$ cat src/rtl/qbus_pkg.sv
// Shared QBUS definitions: arbiter state encoding, vector-field width, index-width helper.
package qbus_pkg;

    localparam int QB_VEC_W = 7;

    typedef enum logic [2:0] {
        ST_IDLE,
        ST_PEND,
        ST_VEC,
        ST_HOLD,
        ST_REL,
        ST_NORESP
    } qb_state_e;

    function automatic int qb_idx_w(input int n);
        return (n > 1) ? $clog2(n) : 1;
    endfunction

endpackage

$ cat src/rtl/qbus_prio_enc.sv
// Priority encoder with rotating start point: the first set request at or above ptr
// (wrapping at NREQ-1) wins. With ptr held at 0 it is a plain lowest-index encoder.
module qbus_prio_enc
    import qbus_pkg::*;
#(
    parameter int NREQ  = 4,
    parameter int IDX_W = qb_idx_w(NREQ)
) (
    input  logic [NREQ-1:0]  req,
    input  logic [IDX_W-1:0] ptr,
    output logic             vld,
    output logic [IDX_W-1:0] idx
);

    function automatic logic [IDX_W-1:0] wrap_add(input logic [IDX_W-1:0] base, input int off);
        int s;
        s = int'(base) + off;
        if (s >= NREQ) s = s - NREQ;
        return IDX_W'(s);
    endfunction

    // Scan from the farthest offset down so the nearest set request is assigned last.
    always_comb begin
        vld = 1'b0;
        idx = '0;
        for (int i = NREQ - 1; i >= 0; i--) begin
            if (req[wrap_add(ptr, i)]) begin
                vld = 1'b1;
                idx = wrap_add(ptr, i);
            end
        end
    end

endmodule

$ cat src/rtl/qbus_virq_arb.sv
// QBUS vectored-interrupt arbiter: raises VIRQ for on-board requesters, answers the
// IAKO/DIN vector read with the winner's vector and RPLY, then pulses irq_ack.
module qbus_virq_arb
    import qbus_pkg::*;
#(
    parameter int NREQ     = 4,
    parameter int RR       = 0,
    parameter int RPLY_DLY = 2
) (
    input  logic                     pin_clk,
    input  logic                     pin_init_n,
    input  logic [NREQ-1:0]          irq_req,
    input  logic [NREQ*QB_VEC_W-1:0] irq_vec,
    output logic [NREQ-1:0]          irq_ack,
    input  logic                     pin_din_n,
    input  logic                     pin_iako_n,
    output logic                     pin_virq_n,
    output logic [15:0]              ad_out,
    output logic                     ad_oe,
    output logic                     pin_rply_n
);

    localparam int IDX_W = qb_idx_w(NREQ);

    logic                din_s1, din_s, iako_s1, iako_s;
    logic                iack_s, any_req;
    qb_state_e           state, state_nxt;
    logic [2:0]          cnt, cnt_nxt;
    logic [IDX_W-1:0]    win, win_nxt, ptr, ptr_nxt;
    logic                enc_vld;
    logic [IDX_W-1:0]    enc_idx;
    logic [QB_VEC_W-1:0] vec_sel;
    logic                virq_nxt, rply_nxt, oe_nxt;
    logic [15:0]         ad_nxt;
    logic [NREQ-1:0]     ack_nxt;

    assign iack_s  = !din_s && !iako_s;
    assign any_req = |irq_req;

    qbus_prio_enc #(.NREQ(NREQ), .IDX_W(IDX_W)) u_enc (
        .req (irq_req),
        .ptr (ptr),
        .vld (enc_vld),
        .idx (enc_idx)
    );

    always_comb begin
        vec_sel = '0;
        for (int i = 0; i < NREQ; i++) begin
            if (enc_idx == IDX_W'(i)) vec_sel = irq_vec[QB_VEC_W*i +: QB_VEC_W];
        end
    end

    always_comb begin
        state_nxt = state;
        cnt_nxt   = cnt;
        win_nxt   = win;
        ptr_nxt   = ptr;
        rply_nxt  = pin_rply_n;
        oe_nxt    = ad_oe;
        ad_nxt    = ad_out;
        ack_nxt   = '0;
        case (state)
            // A vector cycle already running while idle belongs to another device.
            ST_IDLE: begin
                if (iack_s)       state_nxt = ST_NORESP;
                else if (any_req) state_nxt = ST_PEND;
            end
            ST_PEND: begin
                if (iack_s) begin
                    if (enc_vld) begin
                        win_nxt   = enc_idx;
                        ad_nxt    = {7'b0, vec_sel, 2'b00};
                        oe_nxt    = 1'b1;
                        cnt_nxt   = 3'(RPLY_DLY);
                        state_nxt = ST_VEC;
                    end else begin
                        state_nxt = ST_NORESP;
                    end
                end else if (!any_req) begin
                    state_nxt = ST_IDLE;
                end
            end
            ST_VEC: begin
                if (din_s || iako_s) begin
                    oe_nxt    = 1'b0;
                    ad_nxt    = '0;
                    state_nxt = ST_REL;
                end else begin
                    cnt_nxt = cnt - 3'd1;
                    if (cnt_nxt == 3'd0) begin
                        rply_nxt  = 1'b0;
                        state_nxt = ST_HOLD;
                    end
                end
            end
            ST_HOLD: begin
                if (din_s) begin
                    rply_nxt  = 1'b1;
                    oe_nxt    = 1'b0;
                    ad_nxt    = '0;
                    ack_nxt   = NREQ'(1) << win;
                    if (RR != 0) ptr_nxt = (win == IDX_W'(NREQ - 1)) ? '0 : win + 1'b1;
                    state_nxt = ST_REL;
                end
            end
            ST_REL: begin
                if (iako_s) state_nxt = ST_IDLE;
            end
            ST_NORESP: begin
                if (din_s && iako_s) state_nxt = ST_IDLE;
            end
            default: state_nxt = ST_IDLE;
        endcase
        virq_nxt = !(any_req && (state_nxt == ST_IDLE || state_nxt == ST_PEND));
    end

    always_ff @(posedge pin_clk or negedge pin_init_n) begin
        if (!pin_init_n) begin
            din_s1     <= 1'b1;
            din_s      <= 1'b1;
            iako_s1    <= 1'b1;
            iako_s     <= 1'b1;
            state      <= ST_IDLE;
            ptr        <= '0;
            pin_virq_n <= 1'b1;
            pin_rply_n <= 1'b1;
            ad_oe      <= 1'b0;
            ad_out     <= '0;
            irq_ack    <= '0;
        end else begin
            din_s1     <= pin_din_n;
            din_s      <= din_s1;
            iako_s1    <= pin_iako_n;
            iako_s     <= iako_s1;
            state      <= state_nxt;
            ptr        <= ptr_nxt;
            pin_virq_n <= virq_nxt;
            pin_rply_n <= rply_nxt;
            ad_oe      <= oe_nxt;
            ad_out     <= ad_nxt;
            irq_ack    <= ack_nxt;
        end
    end

    // Winner and delay counter are only read after being loaded in PEND.
    always_ff @(posedge pin_clk) begin
        win <= win_nxt;
        cnt <= cnt_nxt;
    end

endmodule

$ cat config.mk
export PLATFORM = sky130hd
export DESIGN_NAME = qbus_virq_arb
export DESIGN_NICKNAME = d
export VERILOG_FILES = /design/src/rtl/qbus_pkg.sv /design/src/rtl/qbus_prio_enc.sv /design/src/rtl/qbus_virq_arb.sv
export SDC_FILE = /design/constraint.sdc
export NUM_CORES = 1
export LEC_CHECK = 0
export CORE_MARGIN = 3
export CORE_UTILIZATION = 45
export CTS_CLUSTER_SIZE = 20
export DETAILED_ROUTE_END_ITERATION = 8
export PLACE_DENSITY = 0.87
export SLEW_MARGIN = 25
export SYNTH_ARGS = -nofsm -noshare
export SYNTH_HDL_FRONTEND = slang
export SYNTH_SLANG_ARGS = --single-unit
$ cat constraint.sdc
create_clock -name pin_clk -period 3.33 [get_ports pin_clk]
set_input_delay 0.666 -clock pin_clk [delete_from_list [all_inputs] [get_ports pin_clk]]
set_output_delay 0.666 -clock pin_clk [all_outputs]
set_load 0.01 [all_outputs]
### Yosys cells after proc, flatten, opt, wreduce, memory -nomap -nowiden

Index checks and enable logic that the tools add are counted.

| operators by class | value |
|---|---|
| eq/ne operators | 15 |
| muxes and demuxes | 43 |
| shift operators | 1 |
| reductions and logical operators | 20 |
| add/sub/neg operators | 1 |

Operators with widths:

| kind | count |
|---|---|
| $mux W16 | 4 |
| $pmux W16 S3 | 1 |
| $mux W3 | 13 |
| $mux W7 | 4 |
| $pmux W3 S6 | 1 |
| $ne A2 B2 Y1 const B | 6 |
| $mux W1 | 11 |
| $logic_not A3 Y1 | 3 |
| $mux W2 | 4 |
| $mux W4 | 2 |
| $reduce_and A4 Y1 | 2 |
| $eq A3 B1 Y1 const B | 2 |
| $eq A3 B2 Y1 const B | 2 |
| $eq A3 B3 Y1 const B | 2 |
| $pmux W3 S2 | 1 |
| $reduce_and A5 Y1 | 1 |
| $eq A2 B2 Y1 const B | 2 |
| $reduce_bool A2 Y1 | 2 |
| $reduce_or A4 Y1 | 1 |
| $shl A1 B2 Y4 const A | 1 |
| $logic_and A1 B1 Y1 | 3 |
| $logic_not A1 Y1 | 3 |
| $pmux W1 S3 | 1 |
| $reduce_and A3 Y1 | 1 |
| other kinds (6) | 7 |

| word-level totals | value |
|---|---|
| register bits | 35 |
| bits of input ports | 36 |
| word-level logic and storage cells | 92 |

### Depth between registers and ports, before layout

| depth | value |
|---|---|
| depth after elaboration | 12 |
| gate-level depth with buffers | 6 |

### Modules after synthesis

Synthesis repeated with hierarchy kept, for this count alone.

| second synthesis, totals | value |
|---|---|
| cell total of the unflattened synthesis | 119 |
| area, all modules | 1425.1 um^2 |

Modules (own cells, without submodules):

| module | area each (um^2) | cells each | times used |
|---|---|---|---|
| qbus_virq_arb | 1347.5 | 106 | 1 |
| qbus_prio_enc | 77.6 | 13 | 1 |

### Worst setup path after synthesis

OpenSTA, ideal clock, no wires.

| timing | value |
|---|---|
| kind | input-to-reg |
| start point | input port irq_req[1] |
| end point | register cnt[0], enable pin |
| cell stages on the path | 5 |
| path buffers | 2 |
| arrival time | 1.780 ns |
| data required time | 3.083 ns |
| path slack | 1.303 ns |
| cells stage by stage | clkbuf_2 or4_4 and4_4 buf_6 a21o_2 |

| between the ends | value |
|---|---|
| longest elaborated chain between the ends | 4 |

RTL lines:

| what | line | RTL |
|---|---|---|
| from (decl) | qbus_virq_arb.sv:12 | `input logic [NREQ-1:0] irq_req,` |
| $mux W1 (2 in a row) | qbus_prio_enc.sv:27 | `if (req[wrap_add(ptr, i)]) begin` |
| $ne A2 B2 Y1 (no line) | n/a |  |
| $reduce_and A4 Y1 (no line) | n/a |  |
| to (signal assigned) | qbus_virq_arb.sv:149 | `cnt <= cnt_nxt;` |
| to (decl) | qbus_virq_arb.sv:28 | `logic [2:0] cnt, cnt_nxt;` |

Every way passes these cells.
A chain may end at the register's enable or synchronous reset.

### Final worst setup path

| timing | value |
|---|---|
| start point | input port irq_req[0] |
| end point | register ad_out[3] |

| between the ends | value |
|---|---|
| longest elaborated chain between the ends | 9 |

RTL lines:

| what | line | RTL |
|---|---|---|
| $mux W2 | qbus_prio_enc.sv:27 |  |
| $logic_not A2 Y1 | qbus_virq_arb.sv:50 | `if (enc_idx == IDX_W'(i)) vec_sel = irq_vec[QB_VEC_W*i +: QB_VEC_W];` |
| $mux W7 (4 in a row) | qbus_virq_arb.sv:50 |  |
| $mux W16 | qbus_virq_arb.sv:71 | `if (enc_vld) begin` |
| $mux W16 | qbus_virq_arb.sv:70 | `if (iack_s) begin` |
| $pmux W16 S3 | qbus_virq_arb.sv:63 | `case (state)` |
| to (signal assigned) | qbus_virq_arb.sv:141 | `ad_out <= ad_nxt;` |
| to (decl) | qbus_virq_arb.sv:18 | `output logic [15:0] ad_out,` |

Several ways; a longest one is shown, not always the timed one. The select of a mux whose other input is x is not followed.

==> reports/metrics.csv <==
metric,value,unit
status,"complete, no violations",
fp.dieW,61.4,um
cp-startpoint,irq_req[0],
die-height,61.4,um
fin_ws,1.07,ns
ant_nets,0,
numCtsBuffers,3,
fin_util,65.7,%
routedWlPerCell,15.3,um
rows,19,
first_global_vias,1140,
antenna_found_initial,0,
max_freq,442,MHz
n_fill_cell,230,
tritoncts,yes,
pwr_density_cell,535,mW/mm2
crit_path_end,ad_out[3],
core-area,0.00283,mm2
cts_sinks,26,
clock_path_buffers,2,
crit_required,3.58,ns
dieArea,0.00376,mm2
placement.io_buffers,49,
mostFrequentLayoutCells,"49 x clkdlybuf4s50_1, 15 x dfrtp_1, 12 x nand2_1",
ir_drop,0.296,mV
post_cts_resized,0,
finalCritPeriodShare,67.9,%
final_common_cell,clkdlybuf4s50_1,
dp_cells,205,
regToRegSetupSlack,1.72,ns
hold_buffers,0,
vias,1161,
cap_viol_max_count,0,
viasPerCell,5.56,
holdCritPathClass,flop to flop,
yosysWarnings,0,
clkLatencyLatePin,0.32,ns
cts.htree.levels,1,
hpwl,2510,um
crit_fanout,13,
synth_enable_flop_cells,5,
rr_worst_depth,4,
slew_violations,0,
ys_ff_latch,26,
antenna_cells,0,
grt_pass1_wl,4970,um
layout-drive-gt1-share,10.7,%
drt_iter0_drc,57,
synth_area_leaders,"dfrtp_1 27%, dfstp_2 11%, edfxtp_1 11%",
ios,59,
clock_skew,0.0106,ns
grt_max_degree,22,
postSynthCellCount,131,
remaining_drc_errors,0,
worstMarginPinSlew,0.876,ns
fin_crit,2.26,ns
yosysTopAreaCell,dfrtp_1,
crit_arrival,2.52,ns
postCtsSetupBuffers,0,
synthFlopType,dfrtp_1,
finalHoldViolCount,0,
relSlewSlack,41.4,%
area.growth.synth_to_final,34.8,%
p_leak,0.756,nW
place_congestion,0.780,
initial_utilization,48.7,%
setup_violations,0,
synth_area,0.00138,mm2
cts_root_buf,clkbuf_4,
start_kind,primary input,
wl,3200,um
grt_use_total,17.5,%
grt_overflow,0,
synth_seq_area_share,49.5,%
cp-end-kind,flop,
setup_tns,0,ns
r2r-end,ad_out[3],
first_pass_iters,4,
synth_area_per_cell,10.5,um2
fin_nets,217,
rsz0062_at_grt,no,
final_cells,209,
crit_type,primary input to flop,
synth_top_area_share,27.2,%
ys_types,41,
dp_slack,0.752,ns
reg2reg_from,din_s,
clk_pin_slew,0.14,ns
async_flop_share,80.8,%
==> state kept, by name, summed over array words and instances, names as in the netlist <==
register and count:
irq_ack 4, din_s1 1, pin_virq_n 1, iako_s1 1, state 3, iako_s 1, cnt 3, din_s 1
ad_out 7, win 2, ad_oe 1, pin_rply_n 1
==> synthesized netlist by cell type (4+ instances only) <==
cell and instances:
dfrtp_1 15, nand2_1 12, nor2_1 10, buf_4 9, o22ai_1 7, a32o_1 6
dfstp_2 6, inv_1 6, edfxtp_1 5, a21oi_1 4, nor2b_1 4, nor3_1 4
==> layer usage <==
| layer | track usage [%] | wire length (um) | share of wire, % |
|---|---|---|---|
| met5 | 0 | 0 | 0 |
| met1 | 21.4 | 1250 | 39 |
| met3 | 5.87 | 280 | 8.8 |
| met2 | 30.1 | 1650 | 52 |
| met4 | 3.64 | 17 | 0.53 |
==> stage by stage <==
stage               hold slack [ns]  area (um2)  total power, W
floorplan                     0.345        1410        0.000676
global placement              0.348        1830        0.000843
detailed placement            0.347        1830        0.000862
CTS                           0.367        1860        0.000997
global route                  0.375        1860         0.00105
finish                        0.366        1860        0.000994
==> how the worst min path moves through the flow <==
stage	depth (start not counted)	to	from	slack, ns
floorplan	0	din_s	din_s1	0.35
CTS	0	iako_s	iako_s1	0.37
detailed placement	0	iako_s	iako_s1	0.35
finish	0	iako_s	iako_s1	0.37
global placement	0	din_s	din_s1	0.35
global route	0	iako_s	iako_s1	0.38
==> cells by family (layout without fill, tap and decap cells) <==
family          Yosys count  in the layout  synth area share [%]
mux                       1              1                 0.726
buf+inv                  20             59                  9.25
fa+ha+maj                 2              2                  1.81
simple gates             40             40                  14.7
compound gates           40             40                  23.1
other cells               1              9                 0.272
flops                    26             26                  49.5
xor+xnor                  1              1                 0.635
==> worst max-delay path: stages <==
cell and delay (ns):
clkdlybuf4s50_1 0.54, or4_4 0.62, and4_4 0.27, a21oi_4 0.23, a32o_1 0.18
==> cell type report <==
type                            count  area (um2)  area share [%]
Timing Repair Buffer               49         490            26.4
Clock buffer                        4        26.3            1.41
Sequential cell                    26         683            36.7
Multi-Input combinational cell     93         598            32.2
Inverter                            6        22.5            1.21
Tap cell                           31        38.8            2.09
==> report_power, final <==
part,internal [W],leakage [nW],switching (W)
combinational,0.000219,0.439,0.000160
sequential,0.000410,0.302,0.0000699
clock,0.0000469,0.0150,0.0000885
Power figures use the tool's default switching activity.
==> patch, RTL diff (config.mk and constraints unchanged) <==
The 6 states of `qb_state_e` get a Gray code encoding in 3 bits.
--- a/src/rtl/qbus_pkg.sv
+++ b/src/rtl/qbus_pkg.sv
@@ -6,8 +6,8 @@
     typedef enum logic [2:0] {
-        ST_IDLE,
-        ST_PEND,
-        ST_VEC,
-        ST_HOLD,
-        ST_REL,
-        ST_NORESP
+        ST_IDLE   = 3'b000,
+        ST_PEND   = 3'b001,
+        ST_VEC    = 3'b011,
+        ST_HOLD   = 3'b010,
+        ST_REL    = 3'b110,
+        ST_NORESP = 3'b111
     } qb_state_e;
Behaviour: same outputs for any inputs over 10 cycles, from zero or initial values; not proved beyond that.
==> patch against the original RTL <==
  * Die area increased by 0.49%
  * Final area increased by 0.67%
  * Worst setup slack improved by 140 ps
  * Wire length decreased by 6.5%
  * Sequential share of layout area decreased by 0.25 points
  * Sequential power decreased by 4.4%
  * Sequential cell count unchanged
  * Power decreased by 10%
  * Register-to-register slack got worse by 80 ps
  * Global-route usage increased by 0.11 points
  * Largest power group unchanged
  * Synthesized area increased by 0.54%
  * Critical endpoint is now ad_out[8]
  * Worst hold slack got worse by 1.3 ps
  * Utilization decreased by 0.11 points
==> patch: results (changes against the original RTL) <==
Status: complete, no violations
HP Start: iako_s1
Htree depth: 1 (unchanged)
Compound-cell area share of the yosys netlist: 21.4% (-1.7 points)
Fin nets: 225 (+3.7%)
Most frequent cells after synthesis: 17 x inv_1, 15 x dfrtp_1, 12 x o22ai_1, 9 x buf_4, 9 x nand2_1
Slew @ Worst Pin: 903 ps (+27.4 ps)
Synth Area in Adders: 1.81% (-0.0098 points)
Ys Warns: 0 (unchanged)
CP Launch Point: irq_req[2]
Regs by FF count: ad_out (7), irq_ack (4)
Clk_skew: 13.6 ps (+2.98 ps)
Global-route wire length before repair: 4980 µm (+0.26%)
Final Cycle Share: 63.8% (-4.1 points)
Post_cts resized: 0 (unchanged)
Multiplexer share of the synthesized area: 0% (-0.73 points)
Worst slack, placed: 869 ps (+118 ps)
Post-CTS Setup Inserts: 0 (unchanged)
GPL Wtd Cong: 0.843 (+8.1%)
Hold_buf cts: 0 (unchanged)
Vias post-DR: 1186 (+2.2%)
Initial antenna violation count: 0 (unchanged)
Number of synthesized flops with an enable pin: 5 (unchanged)
Port bufs: 49 (unchanged)
CP arrival: 2320 ps (-200 ps)
Clock buffer depth: 2 (unchanged)
Largest net degree at the start of global routing: 22 (unchanged)
Fill cells: 234 (+1.7%)
DRT iter0 DRCs: 46 (-19%)
Crit path max fanout: 11 (-2)
DRT Pass-1 Iters: 4 (unchanged)
R2r startpoint: state[2]
Sequential area share after synthesis: 49.3% (-0.27 points)
Hpwl dp: 2380 µm (-5.1%)
Post-synthesis xor/xnor area fraction: 0.632% (-0.0034 points)
Worst min path class: register to register
Synth top area cells: dfrtp_1 27%, dfstp_2 11%, edfxtp_1 11%
P_leak: 0.778 nW (+2.9%)
Synth unique cells: 44 (+7.3%)
Peak supply drop: 0.200 mV (-32%)
Skew-Pair Late Insertion Delay: 330 ps
All-Layer GR Usage: 17.6% (+0.11 points)
Drt drc: 0 (unchanged)
Clock slew at reported path FFs: 120 ps (-20 ps)
Routed WL per cell: 13.8 µm (-10%)
Share of cells above drive strength 1: 8.60% (-2.1 points)
Diode count: 0 (unchanged)
Ys flop type: dfrtp_1
Root Driver: clkbuf_4
Cts bufs inserted: 3 (unchanged)
Post-synth ARST share: 80.8% (unchanged)
Vias in the first global route: 1178 (+3.3%)
patch: critical path: stages:
cell	delay, ps
clkdlybuf4s50_1	590
or4_4	640
nand3_2	130
inv_2	90
o21ai_0	80
o22ai_1	110
patch: report_power, final:
part           internal, mW  switching, mW  total (mW)
registers             0.388         0.0712       0.459
logic                 0.170          0.130       0.300
clock network        0.0441         0.0902       0.134
total                 0.602          0.291       0.893
patch: cell type report:
cell class	instances	area [µm²]	area share, %
Sequential cell	26	683	36.5
Multi-Input combinational cell	89	566	30.2
Timing Repair Buffer	49	490	26.2
Inverter	18	67.6	3.61
Tap cell	31	38.8	2.07
Clock buffer	3	22.5	1.20
Clock inverter	1	3.75	0.201
patch: stage by stage:
step | utilization (%) | hold WS, ps | instance area (µm²) | instances
3_3_place_gp | 64.7 | 347 | 1850 | 213
5_1_grt | 65.6 | 374 | 1870 | 217
3_5_place_dp | 64.7 | 348 | 1850 | 213
6_report | 65.6 | 365 | 1870 | 217
4_1_cts | 65.6 | 366 | 1870 | 217
2_1_floorplan | - | 345 | 1420 | 150
patch: metal layers:
| metal | vias to the layer above | share of wire (%) | track usage (%) | routed length (µm) |
|---|---|---|---|---|
| li1 | 574 | - | - | - |
| met1 | 537 | 38 | 20.7 | 1130 |
| met2 | 70 | 50 | 30.3 | 1490 |
| met3 | 5 | 11 | 4.19 | 332 |
| met4 | 0 | 1.5 | 7.58 | 44 |
| met5 | - | 0 | 0 | 0 |
patch: worst paths after layout:
check                            end  slack [ps]  cells past startpoint
setup / recovery           ad_out[8]        1200                      6
hold / removal                iako_s         370                      0
setup reg to reg           ad_out[8]        1640                      5
hold reg to reg               iako_s         370                      0
max in group asynchronous  ad_out[8]        1940                      1
min in group asynchronous  ad_out[6]         830                      1
